==> src/rtl/cpu_pkg.sv <==
// Shared CPU definitions: FSM state encodings, opcodes and branch helper.
// Used by both the datapath and the control unit.
package cpu_pkg;

    typedef enum logic [2:0] {
        FETCH      = 3'b000,
        DECODE     = 3'b001,
        EXECUTE    = 3'b010,
        MEMORY     = 3'b011,
        WRITEBACK  = 3'b100,
        HALT_STATE = 3'b101
    } state_t;

    localparam logic [2:0] OP_NOP   = 3'b000;
    localparam logic [2:0] OP_ALUR  = 3'b001;
    localparam logic [2:0] OP_ADDI  = 3'b010;
    localparam logic [2:0] OP_LOAD  = 3'b011;
    localparam logic [2:0] OP_STORE = 3'b100;
    localparam logic [2:0] OP_JMP   = 3'b101;
    localparam logic [2:0] OP_BR    = 3'b110;
    localparam logic [2:0] OP_HALT  = 3'b111;

    localparam logic [2:0] ALU_ADD  = 3'b000;

    // cond=0 jumps always, cond=1 only when the zero flag is set
    function automatic logic branch_taken(input logic cond, input logic zf);
        return !cond || zf;
    endfunction

endpackage

==> src/rtl/control_unit.sv <==
// Multi-cycle control FSM: fetch/decode/execute/memory/writeback/halt.
// Every strobe is decoded combinationally from state, instr, zf and reset.
module control_unit
    import cpu_pkg::*;
(
    input  logic       clk,
    input  logic       reset,
    input  logic [7:0] instr,
    input  logic       zf,
    output logic [2:0] state,
    output logic [2:0] next_state,
    output logic       pc_we,
    output logic       pc_sel,
    output logic       pc_jmp_sel,
    output logic [3:0] pc_offset,
    output logic       addr_sel,
    output logic [3:0] addr_offset,
    output logic       mem_sel,
    output logic       mem_we,
    output logic [2:0] alu_opcode,
    output logic       alu_sel_a,
    output logic       alu_sel_b,
    output logic       alu_we,
    output logic       zf_we,
    output logic       ir_we,
    output logic       a_sel,
    output logic       b_sel,
    output logic       a_we,
    output logic       b_we,
    output logic       halt
);

    state_t     state_q;
    logic [2:0] state_d;
    logic [2:0] op;
    logic       rsel;
    logic [3:0] imm;

    assign op   = instr[7:5];
    assign rsel = instr[4];
    assign imm  = instr[3:0];

    always_ff @(posedge clk or negedge reset) begin
        if (!reset) state_q <= FETCH;
        else        state_q <= state_t'(state_d);
    end

    assign state      = state_q;
    assign next_state = state_d;

    always_comb begin
        state_d     = FETCH;
        pc_we       = 1'b0;
        pc_sel      = 1'b0;
        pc_jmp_sel  = 1'b0;
        pc_offset   = 4'h0;
        addr_sel    = 1'b0;
        addr_offset = 4'h0;
        mem_sel     = 1'b0;
        mem_we      = 1'b0;
        alu_opcode  = 3'b000;
        alu_sel_a   = 1'b0;
        alu_sel_b   = 1'b0;
        alu_we      = 1'b0;
        zf_we       = 1'b0;
        ir_we       = 1'b0;
        a_sel       = 1'b0;
        b_sel       = 1'b0;
        a_we        = 1'b0;
        b_we        = 1'b0;
        halt        = 1'b0;

        // reset low forces FETCH and silences every strobe
        if (reset) begin
            case (state_q)
                FETCH: begin
                    ir_we   = 1'b1;
                    pc_we   = 1'b1;
                    state_d = DECODE;
                end
                DECODE: begin
                    state_d = (op == OP_HALT) ? HALT_STATE : EXECUTE;
                end
                EXECUTE: begin
                    case (op)
                        OP_ALUR: begin
                            alu_opcode = instr[2:0];
                            alu_we     = 1'b1;
                            zf_we      = 1'b1;
                            state_d    = WRITEBACK;
                        end
                        OP_ADDI: begin
                            alu_opcode = ALU_ADD;
                            alu_sel_a  = rsel;
                            alu_sel_b  = 1'b1;
                            alu_we     = 1'b1;
                            zf_we      = 1'b1;
                            state_d    = WRITEBACK;
                        end
                        OP_LOAD, OP_STORE: begin
                            state_d = MEMORY;
                        end
                        OP_JMP, OP_BR: begin
                            if (branch_taken(rsel, zf)) begin
                                pc_we      = 1'b1;
                                pc_sel     = 1'b1;
                                pc_offset  = imm;
                                pc_jmp_sel = (op == OP_BR);
                            end
                            state_d = FETCH;
                        end
                        default: state_d = FETCH;
                    endcase
                end
                MEMORY: begin
                    if (op == OP_LOAD) begin
                        addr_sel    = 1'b1;
                        addr_offset = imm;
                        state_d     = WRITEBACK;
                    end else if (op == OP_STORE) begin
                        addr_sel    = 1'b1;
                        addr_offset = imm;
                        mem_sel     = rsel;
                        mem_we      = 1'b1;
                    end
                end
                WRITEBACK: begin
                    if (op == OP_LOAD || op == OP_ALUR || op == OP_ADDI) begin
                        a_we  = !rsel;
                        b_we  = rsel;
                        a_sel = !rsel && (op == OP_LOAD);
                        b_sel = rsel && (op == OP_LOAD);
                    end
                end
                HALT_STATE: begin
                    halt    = 1'b1;
                    state_d = HALT_STATE;
                end
                default: state_d = FETCH;
            endcase
        end
    end

endmodule

==> config.mk <==
export PLATFORM = sky130hd
export DESIGN_NAME = control_unit
export DESIGN_NICKNAME = d
export VERILOG_FILES = /design/src/rtl/cpu_pkg.sv /design/src/rtl/control_unit.sv
export SDC_FILE = /design/constraint.sdc
export NUM_CORES = 1
export LEC_CHECK = 0
export CAP_MARGIN = 20
export CORE_MARGIN = 10
export CORE_UTILIZATION = 29
export DETAILED_ROUTE_END_ITERATION = 6
export GPL_TIMING_DRIVEN = 0
export PLACE_DENSITY = 0.78
export SLEW_MARGIN = 20
export SYNTH_ARGS = -nofsm -noshare
export SYNTH_HDL_FRONTEND = slang
export SYNTH_SLANG_ARGS = --single-unit
==> constraint.sdc <==
create_clock -name clk -period 2.35 [get_ports clk]
set_clock_uncertainty 0.05 [all_clocks]
set_input_delay 0.47 -clock clk [delete_from_list [all_inputs] [get_ports clk]]
set_output_delay 0.47 -clock clk [all_outputs]
set_load 0.05 [all_outputs]
==> results of run 1 <==
## synthesized netlist by cell type
cell type | number | area share [%]
and2_1 | 11 | 15
dfrtp_1 | 3 | 16
o32ai_1 | 1 | 1.9
nor4bb_1 | 1 | 2.1
nand3_1 | 3 | 3.2
buf_4 | 1 | 1.6
a21oi_1 | 3 | 3.2
a21boi_1 | 1 | 1.6
xnor2_1 | 2 | 3.8
or3b_4 | 1 | 2.4
nor4_1 | 1 | 1.3
nand2_1 | 5 | 4.0
a2111o_1 | 1 | 2.4
nor3b_1 | 2 | 3.2
nand4b_1 | 1 | 1.9
nand2b_1 | 2 | 2.7
buf_2 | 1 | 1.1
o22ai_1 | 1 | 1.3
and3_1 | 2 | 2.7
nand4_1 | 1 | 1.3
a31oi_1 | 1 | 1.3
clkbuf_1 | 2 | 1.6
nor2_1 | 8 | 6.4
nand3b_1 | 2 | 3.2
inv_1 | 3 | 2.4
buf_6 | 1 | 2.4
nor3_1 | 4 | 4.3
nor2b_1 | 1 | 1.3
and4b_1 | 2 | 4.3
## cells by family after synthesis
logic type	share of synthesized area (%)
xor gates and xnor gates	3.75
AOI/OAI and AO/OA	11.8
DFF	16.1
buffers and inverters	9.12
and+or+nand+nor	59.3
## worst max path at each step
stage / startpoint / end
floorplan: state[0] / mem_sel
finish: instr[6] / next_state[1]
global route: instr[7] / next_state[1]
detailed placement: instr[7] / next_state[1]
CTS: state[2] / addr_offset[1]
global placement: instr[7] / next_state[1]
## per-layer routing
metal	vias up	global-route usage (%)	share of wire, %
li1	333	-	-
met1	287	12.8	42
met2	34	17.8	45
met3	4	5.51	11
met4	0	7.69	2.3
met5	-	0	0
## cell type report
class	count	area, µm²
plain buffers	3	38.8
clock buffers	4	26.3
fillers	136	467
inverters	3	11.3
multi-input cells	57	492
flip-flops and latches	3	76.3
well taps	16	20.0
repair buffers	44	375
## metrics by stage
step / cells / TNS (ns) / setup slack (ns)
after floorplan: 68 / -0.607 / -0.340
after global placement: 125 / -25.08 / -1.12
after detailed placement: 125 / -25.54 / -1.13
after CTS: 128 / 0 / 0.0209
after global routing: 130 / 0 / 0.0138
final: 130 / 0 / 0.0614
## cells in the final DEF (no fill, tap or decap), types with 3 or more instances in the layout
| master | synthesis | routed |
|---|---|---|
| and2_1 | 11 | 3 |
| and2_2 | 0 | 4 |
| and2_4 | 0 | 4 |
| buf_2 | 1 | 8 |
| buf_4 | 1 | 12 |
| clkbuf_4 | 0 | 8 |
| clkdlybuf4s15_2 | 0 | 6 |
| clkdlybuf4s50_1 | 0 | 8 |
| inv_1 | 3 | 3 |
| nand2_1 | 5 | 5 |
| nand3_1 | 3 | 3 |
| nor2_1 | 8 | 4 |
| nor2_2 | 0 | 3 |
| nor3_4 | 0 | 3 |
## report_power, final
group	switching, mW	internal (mW)	total (mW)
Combinational	0.122	0.0743	0.196
Clock	0.0290	0.0638	0.0928
Sequential	0.0147	0.0573	0.0721
Total	0.166	0.195	0.361
## repair_timing
action / 4_1_cts / 5_1_grt
endpoints found under the setup margin: 30 / 22
pin swaps: 0 / 4
gates resized for setup: 154 / 17
buffers inserted: 0 / 3
==> impl_metrics.json, run 1 <==
{
  "outcome": "completed",
  "rows": 14,
  "critPathTopFamily": "compound AO/OA/AOI/OAI gates",
  "reg2regPathDepth": 3,
  "crit_path_end_kind": "primary output",
  "cp.depth": 5,
  "finish.net_count": 126,
  "ys_seq_area_share_pct": 16.1,
  "synthCells": 68,
  "cts.clk_slew.worst_paths_ns": 0.04,
  "finalWeightedCongestion": 0.833,
  "cp-start-kind": "input pin",
  "clockRootBuffer": "clkbuf_4",
  "hp-class": "input pin to asynchronous set/reset pin",
  "synth_cell_types": 29,
  "finish.utilization_pct": 69.0,
  "clk_path_buf_depth": 2,
  "routedWlPerCell_um": 16.1,
  "diodes": 0,
  "core_area_um2": 1510,
  "grt_setup_unrepaired": "no",
  "syn_area_um2": 467,
  "drt.antenna.violating_nets": 0,
  "place_area_um2": 1020,
  "die_x_um": 60.1,
  "initial_core_util_pct": 31.0,
  "whs_ns": 0.112,
  "power.density_nw_per_um2": 348,
  "fin_crit_ns": 2.29,
  "vias": 658,
  "antenna_found_initial": 0,
  "rr_endpoint": "state[1]",
  "cts_sinks": 3,
  "cp_cell_sequence": "buf_12 > or3b_4 > a2111o_1 > a21boi_4 > buf_8",
  "grt_max_degree": 12,
  "cp.arrival_ns": 1.77,
  "critPathMaxStageDelay_ns": 0.46,
  "grt.overflow.total": 0,
  "cts_tree": "done",
  "h-tree-depth": 1,
  "worst_pin_slew_ns": 0.516,
  "r2r_slack_ns": 1.04,
  "cts_buffers": 3,
  "cp_max_fo": 6,
  "p_leak_nw": 0.452,
  "grtUsageTotal_pct": 11.8,
  "grt_first_pass_wirelength_um": 3270,
  "viasPerCell": 5.06,
  "cp_slowest_cell": "a2111o_1",
  "first_global_vias": 684,
  "drv_slew": 0,
  "syn_to_final_growth_pct": 123,
  "ys_warn_count": 0,
  "fp.dieArea_um2": 3610,
  "synth_nets": 79,
  "clock_latency_ns": 0.24,
  "dp_hpwl_um": 1730,
  "layout-drive-gt1-share_pct": 57.0,
  "ys_seq_elements": 3,
  "port_buffers": 41,
  "dr.first_iter.drc_count": 4,
  "p_total_mw": 0.361,
  "slew_headroom_pct": 65.5,
  "largest_reg_flops": 3,
  "first_pass_iters": 3,
  "hold_viol": 0,
  "cts.hold.buffers_added": 0,
  "max_cap_viol_count": 0,
  "period_share_pct": 97.4,
  "die_h_um": 60.1,
  "r2r_start": "state[2]",
  "vdd_ir_drop_max_uv": 395,
  "timing.fmax_mhz": 437,
  "critPathKind": "input pin to primary output",
  "path_buf_inv": 2,
  "drc_errors": 0,
  "drt_wl_total_um": 2100,
  "io-pin-count": 44,
  "setup_violations": 0,
  "critPathRequiredTime_ns": 1.83,
  "final_area_um2": 1040,
  "avgSynthCellArea_um2": 6.86
}
Power figures use the tool's default switching activity.
==> inputs of run 2 (changes only) <==
Settings changed: CORE_ASPECT_RATIO set to 1.4, CORE_UTILIZATION 29 to 25, PLACE_DENSITY 0.78 to 0.69.
==> run 2 against run 1 <==
- non-clock buffer count shrank 3
- sequential share of layout area grew 0.29 points
- die area grew 11%
- total power is 3.0% lower
- sequential power down 0.8%
- maximum frequency decreased by 1.6%
==> impl_metrics.json, run 2 (synthesized netlist as in run 1, its figures left out) <==
{
  "drc_errors": 0,
  "drt.antenna.violating_nets": 0,
  "timing.fmax_mhz": 430,
  "outcome": "completed",
  "drv_slew": 0,
  "grtUsageTotal_pct": 9.90,
  "crit_path_end_kind": "primary output",
  "power.density_nw_per_um2": 351,
  "fin_tns_setup_ns": 0,
  "p_total_mw": 0.351,
  "initial_core_util_pct": 26.2,
  "fill_cells": 193,
  "p_leak_nw": 0.427,
  "grt_max_degree": 12,
  "cp_cell_sequence": "buf_2 > or3b_4 > a2111o_1 > a21boi_4 > buf_6",
  "diodes": 0,
  "worst_pin_slew_ns": 0.512,
  "ff_latch_area_um2": 76.3,
  "viasPerCell": 4.95,
  "cts_tree": "done",
  "cts_buffers": 3,
  "clockRootBuffer": "clkbuf_4",
  "cp-start-kind": "input pin",
  "dr.first_iter.drc_count": 9,
  "routedWlPerCell_um": 15.2,
  "cp.arrival_ns": 1.81,
  "max_cap_viol_count": 0,
  "critPathMaxStageDelay_ns": 0.43,
  "finalWeightedCongestion": 0.782,
  "port_buffers": 41,
  "multiInputGateArea_um2": 488,
  "vias": 648,
  "path_buf_inv": 2,
  "clock_latency_ns": 0.23,
  "drt_wl_total_um": 2000,
  "fin_crit_ns": 2.33,
  "die_x_um": 56.5,
  "grt.overflow.total": 0,
  "cts.clk_slew.worst_paths_ns": 0.04,
  "die_h_um": 71.1,
  "rows": 18,
  "largest_reg_flops": 3,
  "finish.net_count": 123,
  "grt_first_pass_wirelength_um": 3370,
  "grt_setup_unrepaired": "yes",
  "post_cts_buffers": 0,
  "first_pass_iters": 4,
  "core_area_um2": 1780,
  "setup_violations": 0,
  "cts_sinks": 3,
  "hold_viol": 0,
  "fp.dieArea_um2": 4020,
  "clk_path_buf_depth": 2,
  "hp-class": "input pin to asynchronous set/reset pin",
  "slew_headroom_pct": 65.8,
  "final_cell_mix": "clkbuf_4 (13), buf_4 (10), clkdlybuf4s50_1 (8)",
  "layout-drive-gt1-share_pct": 55.9,
  "cp_max_fo": 10,
  "syn_to_final_growth_pct": 114,
  "antenna_found_initial": 0,
  "vdd_ir_drop_max_uv": 303,
  "first_global_vias": 694,
  "layout_commonest_cell": "clkbuf_4",
  "period_share_pct": 99.0,
  "io-pin-count": 44,
  "dp_hpwl_um": 1670,
  "cp_slowest_cell": "or3b_4",
  "h-tree-depth": 1,
  "critPathRequiredTime_ns": 1.83,
  "critPathTopFamily": "compound AO/OA/AOI/OAI gates",
  "critPathKind": "input pin to primary output"
}
==> run 2: cell types whose count changed in the layout (fill, tap and decap cells not counted) <==
cell	delta
clkbuf_4	+5
buf_4	-2
buf_8	-2
nor2b_1	-1
buf_2	-3
nor4bb_1	+1
clkdlybuf4s18_2	-1
nor4bb_2	-1
nor2b_2	+1
buf_6	+1
buf_12	-1
==> run 2: timing repair <==
action	4_1_cts	5_1_grt
hold buffers	0	0
pin swaps	1	0
resized for setup	155	14
setup endpoints to repair	30	15
==> run 2: final timing paths <==
check	start	to	slack (ns)	cells past startpoint
worst max-delay path	instr[6]	next_state[1]	0.02	5
worst min-delay path	reset	state[0]	0.13	1
worst max register to register	state[2]	state[1]	1.02	3
worst min register to register	state[1]	state[0]	0.71	2
max in group asynchronous	reset	state[0]	1.92	1
min in group clk	instr[7]	state[2]	0.50	2
==> run 2: routing by layer <==
metal,up-vias,GRT usage [%],share of wire [%]
met3,0,4.82,14
met1,286,11.1,39
met4,0,4.02,0
li1,327,-,-
met5,-,0,0
met2,35,15.5,47
==> run 2: final cells by class <==
| type | count | area share (%) |
|---|---|---|
| inverter | 3 | 1.13 |
| clock buffer | 4 | 2.63 |
| buffer | 3 | 2.38 |
| multi-input combinational | 57 | 48.8 |
| tap | 20 | 2.50 |
| sequential | 3 | 7.63 |
| timing repair buffer | 41 | 34.9 |
==> run 2: report_power, final <==
part           switching, mW  internal (mW)
sequential            0.0141         0.0573
clock                 0.0264         0.0636
combinational          0.122         0.0667
total                  0.163          0.188
==> run 2: stage by stage <==
stage | hold slack (ns) | area, µm² | cells | setup slack, ns | util, %
after floorplan | 0.124 | 587 | 68 | -0.340 | -
after global placement | 0.716 | 1020 | 129 | -1.12 | 57.5
after detailed placement | 0.711 | 1020 | 129 | -1.14 | 57.5
after CTS | 0.111 | 962 | 132 | 0.0121 | 54.1
after global routing | 0.118 | 1000 | 131 | -0.0379 | 56.2
final | 0.127 | 1000 | 131 | 0.0244 | 56.2
